`src/rtl/mp3_keys_ctrl_if.sv`:
```
// Avalon-MM register bus plus interrupt line of the key controller.
// Master side drives address/strobes/writedata; slave returns registered readdata and irq.
interface mp3_keys_ctrl_if;
  logic [1:0]  avs_address;
  logic        avs_read;
  logic        avs_write;
  logic [31:0] avs_writedata;
  logic [31:0] avs_readdata;
  logic        irq;

  modport master (
    output avs_address, avs_read, avs_write, avs_writedata,
    input  avs_readdata, irq
  );

  modport slave (
    input  avs_address, avs_read, avs_write, avs_writedata,
    output avs_readdata, irq
  );
endinterface

```
`src/rtl/mp3_keys_ctrl.sv`:
```
// Debounced key scanner with press/release/long/repeat flags, W1C event registers and masked irq.
// Latency: 2 sync + DEBOUNCE_CYCLES to STATUS, 1-cycle reads, irq 1 cycle after a flag; no backpressure (zero-wait slave).
module mp3_keys_ctrl #(
  parameter int NUM_KEYS        = 4,
  parameter int DEBOUNCE_CYCLES = 50000,
  parameter int LONG_CYCLES     = 25000000,
  parameter int REPEAT_CYCLES   = 5000000,
  parameter int ACTIVE_LOW      = 1
) (
  input  logic                clk_clk,
  input  logic                reset_reset,
  input  logic [NUM_KEYS-1:0] keys_export,
  mp3_keys_ctrl_if.slave      avs
);

  localparam int DB_W     = $clog2(DEBOUNCE_CYCLES);
  localparam int HOLD_MAX = LONG_CYCLES + REPEAT_CYCLES;
  localparam int HOLD_W   = $clog2(HOLD_MAX + 1);

  localparam logic [DB_W-1:0]     DB_LAST   = DB_W'(DEBOUNCE_CYCLES - 1);
  localparam logic [HOLD_W-1:0]   LONG_LAST = HOLD_W'(LONG_CYCLES - 1);
  localparam logic [HOLD_W-1:0]   REP_LAST  = HOLD_W'(HOLD_MAX - 1);
  localparam logic [HOLD_W-1:0]   REP_LOAD  = HOLD_W'(LONG_CYCLES);
  localparam logic [HOLD_W-1:0]   HOLD_SAT  = HOLD_W'(HOLD_MAX);
  localparam logic [NUM_KEYS-1:0] SYNC_IDLE = (ACTIVE_LOW != 0) ? {NUM_KEYS{1'b1}} : {NUM_KEYS{1'b0}};
  localparam logic [31:0]         REG_BITS  = {16'({NUM_KEYS{1'b1}}), 16'({NUM_KEYS{1'b1}})};

  logic [NUM_KEYS-1:0] sync_q1, sync_q2, sync_lvl, stable;
  logic [DB_W-1:0]     db_cnt   [NUM_KEYS];
  logic [HOLD_W-1:0]   hold_cnt [NUM_KEYS];

  logic [NUM_KEYS-1:0] db_hit, press_ev, release_ev, long_ev, repeat_ev;
  logic [NUM_KEYS-1:0] press_q, release_q, long_q, repeat_q, mask_lo, mask_hi;
  logic [NUM_KEYS-1:0] clr_press, clr_release, clr_long, clr_repeat;
  logic                wr_edge, wr_hold, wr_mask;
  logic [31:0]         rd_word;
  logic                wd_unused;

  assign sync_lvl = (ACTIVE_LOW != 0) ? ~sync_q2 : sync_q2;

  always_comb begin
    db_hit     = '0;
    press_ev   = '0;
    release_ev = '0;
    long_ev    = '0;
    repeat_ev  = '0;
    for (int i = 0; i < NUM_KEYS; i++) begin
      db_hit[i]     = (sync_lvl[i] != stable[i]) && (db_cnt[i] == DB_LAST);
      press_ev[i]   = db_hit[i] && sync_lvl[i];
      release_ev[i] = db_hit[i] && !sync_lvl[i];
      long_ev[i]    = stable[i] && (hold_cnt[i] == LONG_LAST);
      repeat_ev[i]  = (REPEAT_CYCLES > 0) && stable[i] && (hold_cnt[i] == REP_LAST);
    end
  end

  // Synchronizers reset to the idle level so a key held through reset debounces afresh.
  always_ff @(posedge clk_clk) begin
    if (reset_reset) begin
      sync_q1 <= SYNC_IDLE;
      sync_q2 <= SYNC_IDLE;
      stable  <= '0;
      for (int i = 0; i < NUM_KEYS; i++) begin
        db_cnt[i]   <= '0;
        hold_cnt[i] <= '0;
      end
    end else begin
      sync_q1 <= keys_export;
      sync_q2 <= sync_q1;
      for (int i = 0; i < NUM_KEYS; i++) begin
        if ((sync_lvl[i] == stable[i]) || db_hit[i]) db_cnt[i] <= '0;
        else                                          db_cnt[i] <= db_cnt[i] + 1'b1;

        if (db_hit[i]) stable[i] <= sync_lvl[i];

        // Reload after a repeat keeps the counter cycling through the repeat window.
        if (!stable[i])                    hold_cnt[i] <= '0;
        else if (repeat_ev[i])             hold_cnt[i] <= REP_LOAD;
        else if (hold_cnt[i] != HOLD_SAT)  hold_cnt[i] <= hold_cnt[i] + 1'b1;
      end
    end
  end

  assign wr_edge = avs.avs_write && (avs.avs_address == 2'd1);
  assign wr_hold = avs.avs_write && (avs.avs_address == 2'd2);
  assign wr_mask = avs.avs_write && (avs.avs_address == 2'd3);

  assign clr_press   = wr_edge ? avs.avs_writedata[NUM_KEYS-1:0] : '0;
  assign clr_release = wr_edge ? avs.avs_writedata[16 +: NUM_KEYS] : '0;
  assign clr_long    = wr_hold ? avs.avs_writedata[NUM_KEYS-1:0] : '0;
  assign clr_repeat  = wr_hold ? avs.avs_writedata[16 +: NUM_KEYS] : '0;
  assign wd_unused   = ^(avs.avs_writedata & ~REG_BITS);

  always_comb begin
    case (avs.avs_address)
      2'd0:    rd_word = 32'(stable);
      2'd1:    rd_word = {16'(release_q), 16'(press_q)};
      2'd2:    rd_word = {16'(repeat_q), 16'(long_q)};
      default: rd_word = {16'(mask_hi), 16'(mask_lo)};
    endcase
  end

  // Event sets are OR'd after the clear so a coincident W1C never loses an event.
  always_ff @(posedge clk_clk) begin
    if (reset_reset) begin
      press_q          <= '0;
      release_q        <= '0;
      long_q           <= '0;
      repeat_q         <= '0;
      mask_lo          <= '0;
      mask_hi          <= '0;
      avs.avs_readdata <= '0;
      avs.irq          <= 1'b0;
    end else begin
      press_q   <= (press_q   & ~clr_press)   | press_ev;
      release_q <= (release_q & ~clr_release) | release_ev;
      long_q    <= (long_q    & ~clr_long)    | long_ev;
      repeat_q  <= (repeat_q  & ~clr_repeat)  | repeat_ev;
      if (wr_mask) begin
        mask_lo <= avs.avs_writedata[NUM_KEYS-1:0];
        mask_hi <= avs.avs_writedata[16 +: NUM_KEYS];
      end
      if (avs.avs_read) avs.avs_readdata <= rd_word;
      avs.irq <= |(((press_q | long_q) & mask_lo) | ((release_q | repeat_q) & mask_hi));
    end
  end

endmodule

```
`src/flat_wrapper.sv`:
```
// flat-port wrapper written by rule: the top's interface ports become plain ports
module mp3_keys_ctrl_flat 
#(
  parameter int NUM_KEYS        = 4,
  parameter int DEBOUNCE_CYCLES = 50000,
  parameter int LONG_CYCLES     = 25000000,
  parameter int REPEAT_CYCLES   = 5000000,
  parameter int ACTIVE_LOW      = 1
)
  (clk_clk, reset_reset, keys_export, avs_avs_address, avs_avs_read, avs_avs_write, avs_avs_writedata, avs_avs_readdata, avs_irq);
  mp3_keys_ctrl_if avs_i ();
  input  logic clk_clk;
  input  logic reset_reset;
  input  logic [NUM_KEYS-1:0] keys_export;
  input wire logic [$bits(avs_i.avs_address)-1:0] avs_avs_address;
  input wire logic [$bits(avs_i.avs_read)-1:0] avs_avs_read;
  input wire logic [$bits(avs_i.avs_write)-1:0] avs_avs_write;
  input wire logic [$bits(avs_i.avs_writedata)-1:0] avs_avs_writedata;
  output wire logic [$bits(avs_i.avs_readdata)-1:0] avs_avs_readdata;
  output wire logic [$bits(avs_i.irq)-1:0] avs_irq;
  assign avs_i.avs_address = avs_avs_address;
  assign avs_i.avs_read = avs_avs_read;
  assign avs_i.avs_write = avs_avs_write;
  assign avs_i.avs_writedata = avs_avs_writedata;
  assign avs_avs_readdata = avs_i.avs_readdata;
  assign avs_irq = avs_i.irq;
  mp3_keys_ctrl #(.NUM_KEYS(NUM_KEYS), .DEBOUNCE_CYCLES(DEBOUNCE_CYCLES), .LONG_CYCLES(LONG_CYCLES), .REPEAT_CYCLES(REPEAT_CYCLES), .ACTIVE_LOW(ACTIVE_LOW)) u_core (.clk_clk(clk_clk), .reset_reset(reset_reset), .keys_export(keys_export), .avs(avs_i));
endmodule
```
`config.mk`:
```
export PLATFORM = sky130hd
export DESIGN_NAME = mp3_keys_ctrl_flat
export DESIGN_NICKNAME = d
export VERILOG_FILES = /design/src/rtl/mp3_keys_ctrl_if.sv /design/src/rtl/mp3_keys_ctrl.sv /design/src/flat_wrapper.sv
export SDC_FILE = /design/constraint.sdc
export NUM_CORES = 1
export LEC_CHECK = 0
export CAP_MARGIN = 10
export CORE_ASPECT_RATIO = 0.7
export CORE_UTILIZATION = 49
export CTS_CLUSTER_DIAMETER = 40
export DETAILED_ROUTE_END_ITERATION = 10
export PLACE_DENSITY_LB_ADDON = 0.3
export SYNTH_ARGS = -nofsm -noshare
export SYNTH_HDL_FRONTEND = slang
export SYNTH_SLANG_ARGS = --single-unit
```
`constraint.sdc`:
```
create_clock -name clk_clk -period 5.7 [get_ports clk_clk]
set_input_delay 1.14 -clock clk_clk [delete_from_list [all_inputs] [get_ports clk_clk]]
set_output_delay 1.14 -clock clk_clk [all_outputs]
set_load 0.005 [all_outputs]
```
Word-level counts from Yosys, hierarchy flattened. Memories as Yosys holds them, arrays and structs flattened. Cells that the tools add are included.

Register bits: 69. Bits in latches: 0. Logic and storage cells: 221. ROM bits: 0. Memories kept: 2. Memory bits (writable): 164. Input port bits: 42.

Memory list: u_core.hold_cnt (words 4, bits a word 25, rd ports 4, clocked after Yosys merged registers in 0, write ports 4, RTL line mp3_keys_ctrl.sv:30) `logic [HOLD_W-1:0] hold_cnt [NUM_KEYS];`; u_core.db_cnt (words 4, bits a word 16, rd ports 4, clocked after Yosys merged registers in 0, write ports 4, RTL line mp3_keys_ctrl.sv:29) `logic [DB_W-1:0] db_cnt [NUM_KEYS];`.

Reduce and logical (&&, ||, !) cells: 33. Divide/modulo/power cells: 0. Muxes and demuxes: 99. Order comparisons: 0. Bitwise logic cells: 38. Shift-type cells: 0. Eq/ne operators: 27. Multiply operators: 0. Add/sub/neg operators: 8.

Operator list (count): 25-bit 2-to-1 mux (12); 25-bit equality test, second input constant (8); 16-bit 2-to-1 mux (8); 25-bit by 1-bit adder with 25-bit output, second input constant (4); 25-bit != test, second input constant (4); 1-bit 2-to-1 mux (74); 16-bit by 1-bit adder with 16-bit output, second input constant (4); 16-bit equality test, second input constant (4); 20-bit case mux with 3 select lines (1); 4-bit OR (7); 4-bit bitwise AND (6); 1-bit logical AND (23); 4-bit inverter (5); 1-bit OR (20); 4-bit 2-to-1 mux (4); 1-bit equality test (4); 2-bit equality test, second input constant (2); 1-bit logical NOT (4); 1-bit logical OR (4); 1-bit != test (4); 4-bit OR reduction (1); 2-bit by 1-bit equality test with 1-bit output, second input constant (1); 2-bit logical NOT (1).

Depth between registers and ports, before layout. Gate-level depths: netlist of the first run.

Word-level depth: 9. Gate-level depth with buffers: 9. Depth with buffers taken out: 7.

Least setup slack after synthesis of the first run. Ideal clock, no wire load.

Path type: register to register. Start point: memory u_core.hold_cnt[0][3] (netlist bit). End point: memory u_core.hold_cnt[0][0] (netlist bit) (enable). Buffers on the path: 0. Arrival time: 2263 ps. Stages on the path, launching flop included: 4. Setup slack: 3022 ps. Required time: 5285 ps. Cells stage by stage: edfxtp_1 nand4_1 or2_2 o211ai_1.

RTL lines (RTL line): from (decl) (mp3_keys_ctrl.sv:30).

==> out/metrics.yaml, run 1 <==
seq_total_area_yosys_pct: 51.7
htree_levels: 1
die_h_um: 129
total_via_count_in_the_routed_design: 7961
max-clock-path-buffers: 3
yosys.area.top_type_share_pct: 43.7
fin_crit_sh_pct: 53.2
timing.setup.critical_path_class: "flip-flop to flip-flop"
cp-end-kind: "flip-flop"
finalSetupViolCount: 0
hold_viol: 0
finalSetupTns_ns: 0
total_leakage_power_uw: 0.00445
area_growth_syn_to_layout_pct: 14.0
grt_first_pass_wirelength_mm: 36.4
synth_top_flop_cell: "edfxtp_1"
timing.critical_path.required_ns: 5.74
synth_edf_count: 164
design.die.area_um2: 23600
drt-wirelength-per-cell_um: 14.2
grt_pass1_vias: 7408
detail_route.drc_violations: 0
clock-root-buffer: "clkbuf_16"
io_pins: 75
globalRouteMet1Util_pct: 28.4
globalRouteTotalUtil_pct: 18.8
fillers: 1921
avgViaCountPerCell: 5.19
cts-hold-fix-buffers: 0
antenna_found_initial: 0
achievable-frequency_mhz: 330
groute.layer.met3.usage_pct: 3.42
final_clock_skew_ns: 0.0224
netlist_top_cells_area: "edfxtp_1, dfxtp_1, nor2_1"
multi_input_comb_area_um2: 5290
synthDistinctLibCells: 57
outcome: "finished, final reports clean"
globalRouteMet2Util_pct: 27.7
timing.final.crit_period_ns: 3.03
buffer_ports.inserted: 26
route.final.wire_length_mm: 21.8
ys_seq_elements: 209
cts.repair_timing.setup_buffer_count: 0
cts_buffer_count: 27
rsz_0062_raised_after_global_routing: "no"
drt-pass1-iter-count: 5
power.density_nw_per_um2: 274
core-area_um2: 22600
antenna_cells: 0
clock_insertion_delay_worst_skew_ns: 0.55
drt_iter0_markers: 569
grt_max_degree: 36
maxCapViolations: 0
final_layout_size_suffix_gt1_share_pct: 6.63
die_width_um: 183
mean_syn_cell_area_um2: 10.0
num-nets-final: 1254
final-seq-area_um2: 5830
core.rowCount: 46
ir_worst_vdd_v: 0.000259
synth_top_area_cell: "edfxtp_1"
timing_worst_slew_pin_value_ns: 1.10
dpl.hpwl_mm: 15.1
cts.repair.resized: 0
cts.sink_count: 209
gpl_congestion: 0.828
number_of_nets_still_failing_antenna_checks_after_routing: 0
mappedNetlistArea_um2: 11300
yosysWarnings: 0
clk_pin_slew_worst_paths_ns: 0.06
timing.slew.headroom_pct: 26.2
global_route.overflow_total: 0
signal_arrival_time_at_the_worst_endpoint_ns: 3.07
cp_max_fo: 25
timing.hold.worst.class: "flip-flop to flip-flop"
post-place-ws_ns: 2.47
postLayoutSetupSlackWorst_ns: 2.67
start_util_pct: 49.9
grt_busiest_layer: "met1"
post_synth_inst_count: 1123
critPathLaunchType: "flip-flop"
clock_tree_from_tritoncts: "yes"
final_slew_viol_count: 0
postSynth.asyncResetShare_pct: 0
==> flip-flops by register name, summed over array words and instances, names as in the netlist <==
signal                   cells
u_core.hold_cnt            100
u_core.db_cnt               64
u_core.avs.avs_readdata      8
u_core.long_q                4
u_core.mask_hi               4
u_core.mask_lo               4
u_core.press_q               4
u_core.release_q             4
u_core.repeat_q              4
u_core.stable                4
u_core.sync_q1               4
u_core.sync_q2               4
u_core.avs.irq               1
==> synthesized netlist by cell type (8+ instances only) <==
cell type  number
ha_1           12
and3_1         26
a22oi_1         9
or4_1           8
nor4b_1         8
or3_1           9
mux2i_1        12
or2_2          12
nor2b_1         9
nor3_1         22
nand3_1        60
nor4_1         19
o21ai_0        29
xnor2_1        73
buf_4          24
dfxtp_1        45
xor2_1         75
inv_1          30
a21oi_1        19
nor2_1        212
a211oi_1        8
clkbuf_1       41
nand4_1        43
edfxtp_1      164
nand2_1        74
and4_1         14
==> cell type report <==
type / count / share of cell area (%)
clock buffers: 33 / 5.67
clock inverters: 17 / 1.61
multi-input cells: 899 / 41.1
flip-flops and latches: 209 / 45.3
repair buffers: 33 / 2.39
inverters: 30 / 0.876
well taps: 312 / 3.04
==> routing by layer <==
metal	vias to the layer above	wire [um]
met5	-	0
met4	0	390
met3	32	984
met2	171	9180
met1	3719	11200
li1	4039	-
==> final timing paths <==
check,slack [ns],startpoint,cells past startpoint,end
min,0.39,u_core.sync_q1[0],1,u_core.sync_q2[0]
max,2.67,u_core.hold_cnt[2][18],4,u_core.hold_cnt[2][19]
min reg2reg,0.39,u_core.sync_q1[0],1,u_core.sync_q2[0]
max reg2reg,2.67,u_core.hold_cnt[2][18],4,u_core.hold_cnt[2][19]
==> power breakdown <==
part	internal (uW)	switching, uW	total, uW
clock network	1070	692	1760
registers	1660	25.0	1680
logic	38.7	48.7	87.4
==> per-stage QoR <==
| step | cells | area [um^2] | power (uW) | hold slack (ns) | utilization (%) |
|---|---|---|---|---|---|
| floorplan | 1209 | 11600 | 1780 | 0.389 | - |
| global placement | 1483 | 11900 | 1800 | 0.394 | 52.7 |
| detailed placement | 1483 | 11900 | 1800 | 0.397 | 52.7 |
| CTS | 1533 | 12900 | 3560 | 0.388 | 56.9 |
| global route | 1533 | 12900 | 3630 | 0.406 | 56.9 |
| finish | 1533 | 12900 | 3530 | 0.385 | 56.9 |
==> layout by cell type, fill, tap and decap left out, drive strengths merged, types with 9 or more instances in the layout <==
master         Yosys  routed
clkdlybuf4s50      0      25
edfxtp           164     164
xor2              75      75
and3              26      26
conb               2      88
dfxtp             45      45
nor2             212     212
clkbuf            41      33
nand2             74      74
and4              14      14
xnor2             73      73
nor3              22      22
or2               12      12
or4               10      10
nand3             60      60
inv               30      37
nor4              19      19
a21oi             19      19
or3                9       9
ha                12      12
nor2b              9       9
mux2i             12      12
o21ai             30      30
a22oi              9       9
nand4             43      43
==> logic make-up (layout without fill, tap and decap cells) <==
group	count (synthesis)	after routing	synth area share, %
compound gates	85	85	4.56
other cells	2	88	0.0666
mux	20	20	2.26
simple gates	546	546	24.3
xor+xnor	148	148	11.5
fa+ha+maj	12	12	1.33
flops	209	209	51.7
buf+inv	101	113	4.35
==> worst max-delay path, cell delays in order, from the launching register on <==
cell,delay [ns]
edfxtp_1,0.47
or4b_1,0.53
or4_4,0.56
nor3_1,0.26
nand2_1,0.69
No activity file was read; power rests on OpenSTA's default activity.
==> inputs of run 2 (changes only) <==
- clock period: 5.7 -> 3.2 ns (I/O delays scaled with it)
==> out/metrics.yaml, run 2 (same netlist as run 1, synthesis figures left out) <==
seqPwrFrac_pct: 46.5  # -1.2 points
drt-pass1-iter-count: 6  # +1
clkPwrFrac_pct: 51.0  # +1.1 points
signal_arrival_time_at_the_worst_endpoint_ns: 3.01  # -0.06 ns
clk_pin_slew_worst_paths_ns: 0.06  # about the same
cp_max_fo: 13  # -48%
worst_r2r_startpoint: "u_core.hold_cnt[2][18]"
reg2regPathDepth: 5  # +1
final_cell_mix: "nor2_1, edfxtp_1, conb_1"
worst_reg2reg_endpoint: "u_core.hold_cnt[2][17]"
dpl_cell_area_um2: 12000  # +0.72%
total_leakage_power_uw: 0.00456  # +2.4%
min_delay_path_depth: 1  # unchanged
timing.hold.worst.class: "flip-flop to flip-flop"
globalRouteTotalUtil_pct: 19.2  # +0.40 points
timing.setup.critical_path_class: "flip-flop to flip-flop"
detail_route.drc_violations: 0  # unchanged
post-place-ws_ns: 0.510  # -1.96 ns
critPathMaxStageDelay_ns: 0.62  # -0.07 ns
design.die.area_um2: 23600  # unchanged
placedCellCount: 1495  # +0.81%
power.internal_uw: 5090  # +84%
timing.final.crit_period_ns: 2.71  # -0.316 ns
clock-root-buffer: "clkbuf_16"
largest_register: "u_core.hold_cnt"
postLayoutSetupSlackWorst_ns: 0.486  # -2.18 ns
sw_frac_of_total_pct: 21.0  # -0.73 points
min_delay_worst_endpoint: "u_core.sync_q2[0]"
path_cells: "or4b_1 -> or4_4 -> or4_4 -> nand2b_4 -> nor2_1"
route.final.wire_length_mm: 21.9  # +0.82%
io_pins: 75  # unchanged
start_util_pct: 49.9  # unchanged
fin_crit_sh_pct: 84.8  # +32 points
area_growth_syn_to_layout_pct: 15.7
cts.repair_timing.setup_buffer_count: 0  # unchanged
grt_pass1_vias: 7702  # +4.0%
crit_path_frequent_cell: "or4_4"
netSwitchingPower_uw: 1350  # +77%
outcome: "finished, final reports clean"
fillers: 1975  # +2.8%
die_h_um: 129  # unchanged
hold_viol: 0  # unchanged
cts.sink_count: 209  # unchanged
antenna_found_initial: 0  # unchanged
grt_max_degree: 26  # -28%
antenna_cells: 0  # unchanged
largest_reg_flops: 100  # unchanged
gpl_congestion: 0.822  # -0.70%
achievable-frequency_mhz: 369  # +12%
maxCapViolations: 0  # unchanged
number_of_nets_still_failing_antenna_checks_after_routing: 0  # unchanged
timing_worst_slew_pin_value_ns: 0.933  # -0.171 ns
timing.critical_path.required_ns: 3.49  # -2.25 ns
num-nets-final: 1269  # +1.2%
clock_tree_from_tritoncts: "yes"
die_width_um: 183  # unchanged
final_clock_skew_ns: 0.0204  # -0.00199 ns
combPwrFrac_pct: 2.5  # about the same
drt-wirelength-per-cell_um: 14.1  # -0.35%
final_slew_viol_count: 0  # unchanged
rsz_0062_raised_after_global_routing: "no"
timing.slew.headroom_pct: 37.3  # +11 points
hp-start: "u_core.sync_q1[0]"
ir_worst_vdd_v: 0.000531  # +100%
grt_first_pass_wirelength_mm: 37.4  # +2.6%
drt_iter0_markers: 612  # +7.6%
core.rowCount: 46  # unchanged
finalSetupTns_ns: 0  # unchanged
cts.repair.resized: 0  # unchanged
critPathLaunchType: "flip-flop"
core-area_um2: 22600  # unchanged
avgViaCountPerCell: 5.23  # +0.79%
global_route.overflow_total: 0  # unchanged
power.density_nw_per_um2: 494  # +80%
dpl.hpwl_mm: 15.3  # +1.4%
cp-end-kind: "flip-flop"
cts-hold-fix-buffers: 0  # unchanged
total_via_count_in_the_routed_design: 8118  # +2.0%
finalSetupViolCount: 0  # unchanged
reg.largest.list: "u_core.hold_cnt x100, u_core.db_cnt x64, u_core.avs.avs_readdata x8"
max-clock-path-buffers: 3  # unchanged
stdcell_area_um2: 13000  # +1.4%
htree_levels: 1  # unchanged
buffer_ports.inserted: 26  # unchanged
final_layout_size_suffix_gt1_share_pct: 7.83  # +1.2 points
most_common_cell_after_layout_fill_and_taps_aside: "nor2_1"
critical_path.slowest_cell: "or4_4"
final-instance-count-excl-fill: 1551  # +1.2%
cts_buffer_count: 30  # +11%
regToRegSetupSlack_ns: 0.49  # -2.18 ns
clock_insertion_delay_worst_skew_ns: 0.55  # about the same
run 2: cell types whose count changed in the layout (fill, tap and decap cells not counted), sizes merged:
cell      before  now
buf            8   20
bufinv         3    0
clkinvlp       1    0
clkinv         6    7
inv           37   35
clkbuf        33   44
run 2: power groups by stage:
stage               combinational (uW)  clock [uW]  sequential, uW
floorplan                          129           0            3040
global placement                   156           0            3050
detailed placement                 157           0            3050
CTS                                158        3360            2990
global route                       182        3470            3000
finish                             160        3290            3000
run 2: how the worst max path moves through the flow:
| stage | from | endpoint | slack [ns] | cells after the start |
|---|---|---|---|---|
| floorplan | u_core.hold_cnt[0][3] | u_core.hold_cnt[0][0] | 0.52 | 3 |
| global placement | u_core.hold_cnt[2][18] | u_core.hold_cnt[2][3] | 0.53 | 5 |
| detailed placement | u_core.hold_cnt[2][18] | u_core.hold_cnt[2][17] | 0.51 | 5 |
| CTS | u_core.hold_cnt[2][18] | u_core.hold_cnt[2][17] | 0.49 | 5 |
| global route | u_core.hold_cnt[2][18] | u_core.hold_cnt[2][17] | 0.41 | 5 |
| finish | u_core.hold_cnt[2][18] | u_core.hold_cnt[2][17] | 0.49 | 5 |
run 2: routing by layer:
layer | up-vias | track usage, % | wire length [um]
li1 | 4082 | - | -
met1 | 3853 | 28.3 | 11200
met2 | 158 | 29.1 | 9370
met3 | 25 | 3.74 | 1020
met4 | 0 | 4.17 | 313
met5 | - | 0 | 0
run 2: layout make-up:
type | instances | area, um^2 | area share [%]
clock inverter | 12 | 85.1 | 0.652
tap | 312 | 390 | 2.99
clock buffer | 44 | 950 | 7.28
inverter | 30 | 113 | 0.863
sequential | 209 | 5830 | 44.7
multi-input combinational | 899 | 5280 | 40.5
timing repair buffer | 45 | 398 | 3.05
run 2: critical path: cells and delay by family (launching register included):
| kind | cells | cell delay (ns) |
|---|---|---|
| flip-flops | 1 | 0.46 |
| AND/OR/NAND/NOR | 5 | 2.00 |
run 2: per-stage QoR:
| stage | hold slack [ns] | util [%] | power (uW) |
|---|---|---|---|
| after global routing | 0.424 | 57.7 | 6650 |
| after CTS | 0.413 | 57.7 | 6510 |
| after detailed placement | 0.399 | 53.1 | 3210 |
| after global placement | 0.395 | 53.1 | 3200 |
| after floorplan | 0.389 | - | 3170 |
| final | 0.408 | 57.7 | 6440 |
==> inputs of run 3 (changes only) <==
- clock period: 3.2 -> 2.7 ns (I/O delays scaled with it)
==> out/metrics.yaml, run 3 (same netlist as run 1, synthesis figures left out) <==
die_width_um: 183  # unchanged
buffer_ports.inserted: 26  # unchanged
finalSetupTns_ns: 0  # unchanged
largest_register: "u_core.hold_cnt"
post-place-ws_ns: 0.151  # -0.359 ns
final_clock_skew_ns: 0.0218  # +0.00140 ns
clk_pin_slew_worst_paths_ns: 0.06  # about the same
dpl.hpwl_mm: 15.6  # +2.3%
drt-wirelength-per-cell_um: 14.4  # +1.6%
core-area_um2: 22600  # unchanged
clock_insertion_delay_worst_skew_ns: 0.55  # about the same
timing.slew.headroom_pct: 55.6  # +18 points
htree_levels: 1  # unchanged
timing.final.crit_period_ns: 2.57  # -0.142 ns
reg.largest.list: "u_core.hold_cnt x100, u_core.db_cnt x64, u_core.avs.avs_readdata x8"
timing_worst_slew_pin_value_ns: 0.661  # -0.271 ns
total_leakage_power_uw: 0.00458  # +0.49%
fin_crit_sh_pct: 95.3  # +10 points
antenna_found_initial: 0  # unchanged
regToRegSetupSlack_ns: 0.13  # -0.36 ns
fin_hold_ws_ns: 0.391  # -0.0170 ns
clock-root-buffer: "clkbuf_16"
gpl_congestion: 0.858  # +4.4%
hold_viol: 0  # unchanged
power.density_nw_per_um2: 567  # +15%
route.final.wire_length_mm: 22.5  # +2.5%
cts.repair_timing.setup_buffer_count: 0  # unchanged
area_growth_syn_to_layout_pct: 15.9
core.rowCount: 46  # unchanged
cp-end-kind: "flip-flop"
clock_tree_from_tritoncts: "yes"
cts.sink_count: 209  # unchanged
min_delay_path_depth: 1  # unchanged
num-nets-final: 1285  # +1.3%
timing.hold.worst.class: "flip-flop to flip-flop"
design.die.area_um2: 23600  # unchanged
largest_reg_flops: 100  # unchanged
finalSetupViolCount: 0  # unchanged
number_of_nets_still_failing_antenna_checks_after_routing: 0  # unchanged
cts.repair.resized: 0  # unchanged
outcome: "finished, final reports clean"
min_delay_worst_endpoint: "u_core.sync_q2[0]"
final_layout_size_suffix_gt1_share_pct: 8.46  # +0.63 points
fillers: 1961  # -0.71%
timing.setup.critical_path_class: "flip-flop to flip-flop"
antenna_cells: 0  # unchanged
cts_buffer_count: 29  # -3.3%
timing.critical_path.required_ns: 3.09  # -0.40 ns
start_util_pct: 49.9  # unchanged
grt_pass1_vias: 7586  # -1.5%
rsz_0062_raised_after_global_routing: "no"
critPathLaunchType: "flip-flop"
die_h_um: 129  # unchanged
globalRouteTotalUtil_pct: 19.5  # +0.36 points
global_route.overflow_total: 0  # unchanged
cts-hold-fix-buffers: 0  # unchanged
ir_worst_vdd_v: 0.000478  # -10%
drt_iter0_markers: 629  # +2.8%
detail_route.drc_violations: 0  # unchanged
worst_r2r_startpoint: "u_core.hold_cnt[2][21]"
grt_first_pass_wirelength_mm: 37.6  # +0.65%
total_via_count_in_the_routed_design: 8214  # +1.2%
cp_max_fo: 8  # -5
finalCoreUtilization_pct: 57.8  # +0.11 points
signal_arrival_time_at_the_worst_endpoint_ns: 2.96  # -0.05 ns
worst_reg2reg_endpoint: "u_core.hold_cnt[2][13]"
postLayoutSetupSlackWorst_ns: 0.128  # -0.358 ns
avgViaCountPerCell: 5.25  # +0.28%
drt-pass1-iter-count: 5  # -1
grt_max_degree: 24  # -7.7%
reg2regPathDepth: 5  # unchanged
hp-start: "u_core.sync_q1[0]"
achievable-frequency_mhz: 389  # +5.5%
io_pins: 75  # unchanged
final_cell_mix: "nor2_1, edfxtp_1, conb_1"
maxCapViolations: 0  # unchanged
most_common_cell_after_layout_fill_and_taps_aside: "nor2_1"
final_slew_viol_count: 0  # unchanged
max-clock-path-buffers: 3  # unchanged
run 3: changes by cell type in the layout (fill, tap and decap cells not counted):
cell / previous run / this run
bufinv_16: 0 / 2
clkinv_2: 4 / 3
clkbuf_8: 4 / 1
clkbuf_16: 35 / 30
buf_4: 19 / 36
clkinv_4: 3 / 1
inv_6: 3 / 2
clkinvlp_4: 0 / 2
clkinv_1: 0 / 5
run 3: where the power goes:
group	total [uW]	switching, uW	internal [uW]
sequential	3550	53.4	3500
clock	3660	1410	2250
combinational	195	108	87.1
total	7410	1580	5830
run 3: cell type report:
cell class	instances	area, um^2	share of cell area, %
clock buffers	36	783	5.99
multi-input cells	899	5280	40.4
inverters	30	113	0.862
flip-flops and latches	209	5830	44.6
repair buffers	62	526	4.02
well taps	312	390	2.99
clock inverters	17	148	1.13
run 3: per-layer routing:
| metal | share of wire (%) | wire length [um] | vias up | track usage, % |
|---|---|---|---|---|
| met1 | 51 | 11500 | 3886 | 29.1 |
| met5 | 0 | 0 | - | 0 |
| li1 | - | - | 4109 | - |
| met3 | 4.7 | 1060 | 38 | 3.85 |
| met4 | 1.8 | 404 | 0 | 4.75 |
| met2 | 42 | 9470 | 181 | 29.1 |
run 3: stage by stage:
stage               power [uW]  cell area, um^2  std cells
floorplan                 3750            11600       1209
global placement          3800            12100       1512
detailed placement        3810            12100       1512
CTS                       7480            13100       1565
global route              7630            13100       1565
finish                    7410            13100       1565
run 3: worst max-delay path, stage by stage (launching register included):
cell and delay [ns]:
edfxtp_1 0.42, or4b_1 0.54, or4_4 0.57, or4_4 0.55
buf_4 0.19, o22ai_1 0.16
run 3: how the worst max path moves through the flow:
stage	end	startpoint	slack (ns)	cells past startpoint
CTS	u_core.hold_cnt[2][13]	u_core.hold_cnt[2][21]	0.13	5
floorplan	u_core.hold_cnt[0][0]	u_core.hold_cnt[0][3]	0.02	3
global route	u_core.hold_cnt[2][18]	u_core.hold_cnt[2][21]	0.03	5
finish	u_core.hold_cnt[2][13]	u_core.hold_cnt[2][21]	0.13	5
detailed placement	u_core.hold_cnt[2][13]	u_core.hold_cnt[2][21]	0.15	5
global placement	u_core.hold_cnt[2][3]	u_core.hold_cnt[2][21]	0.15	5
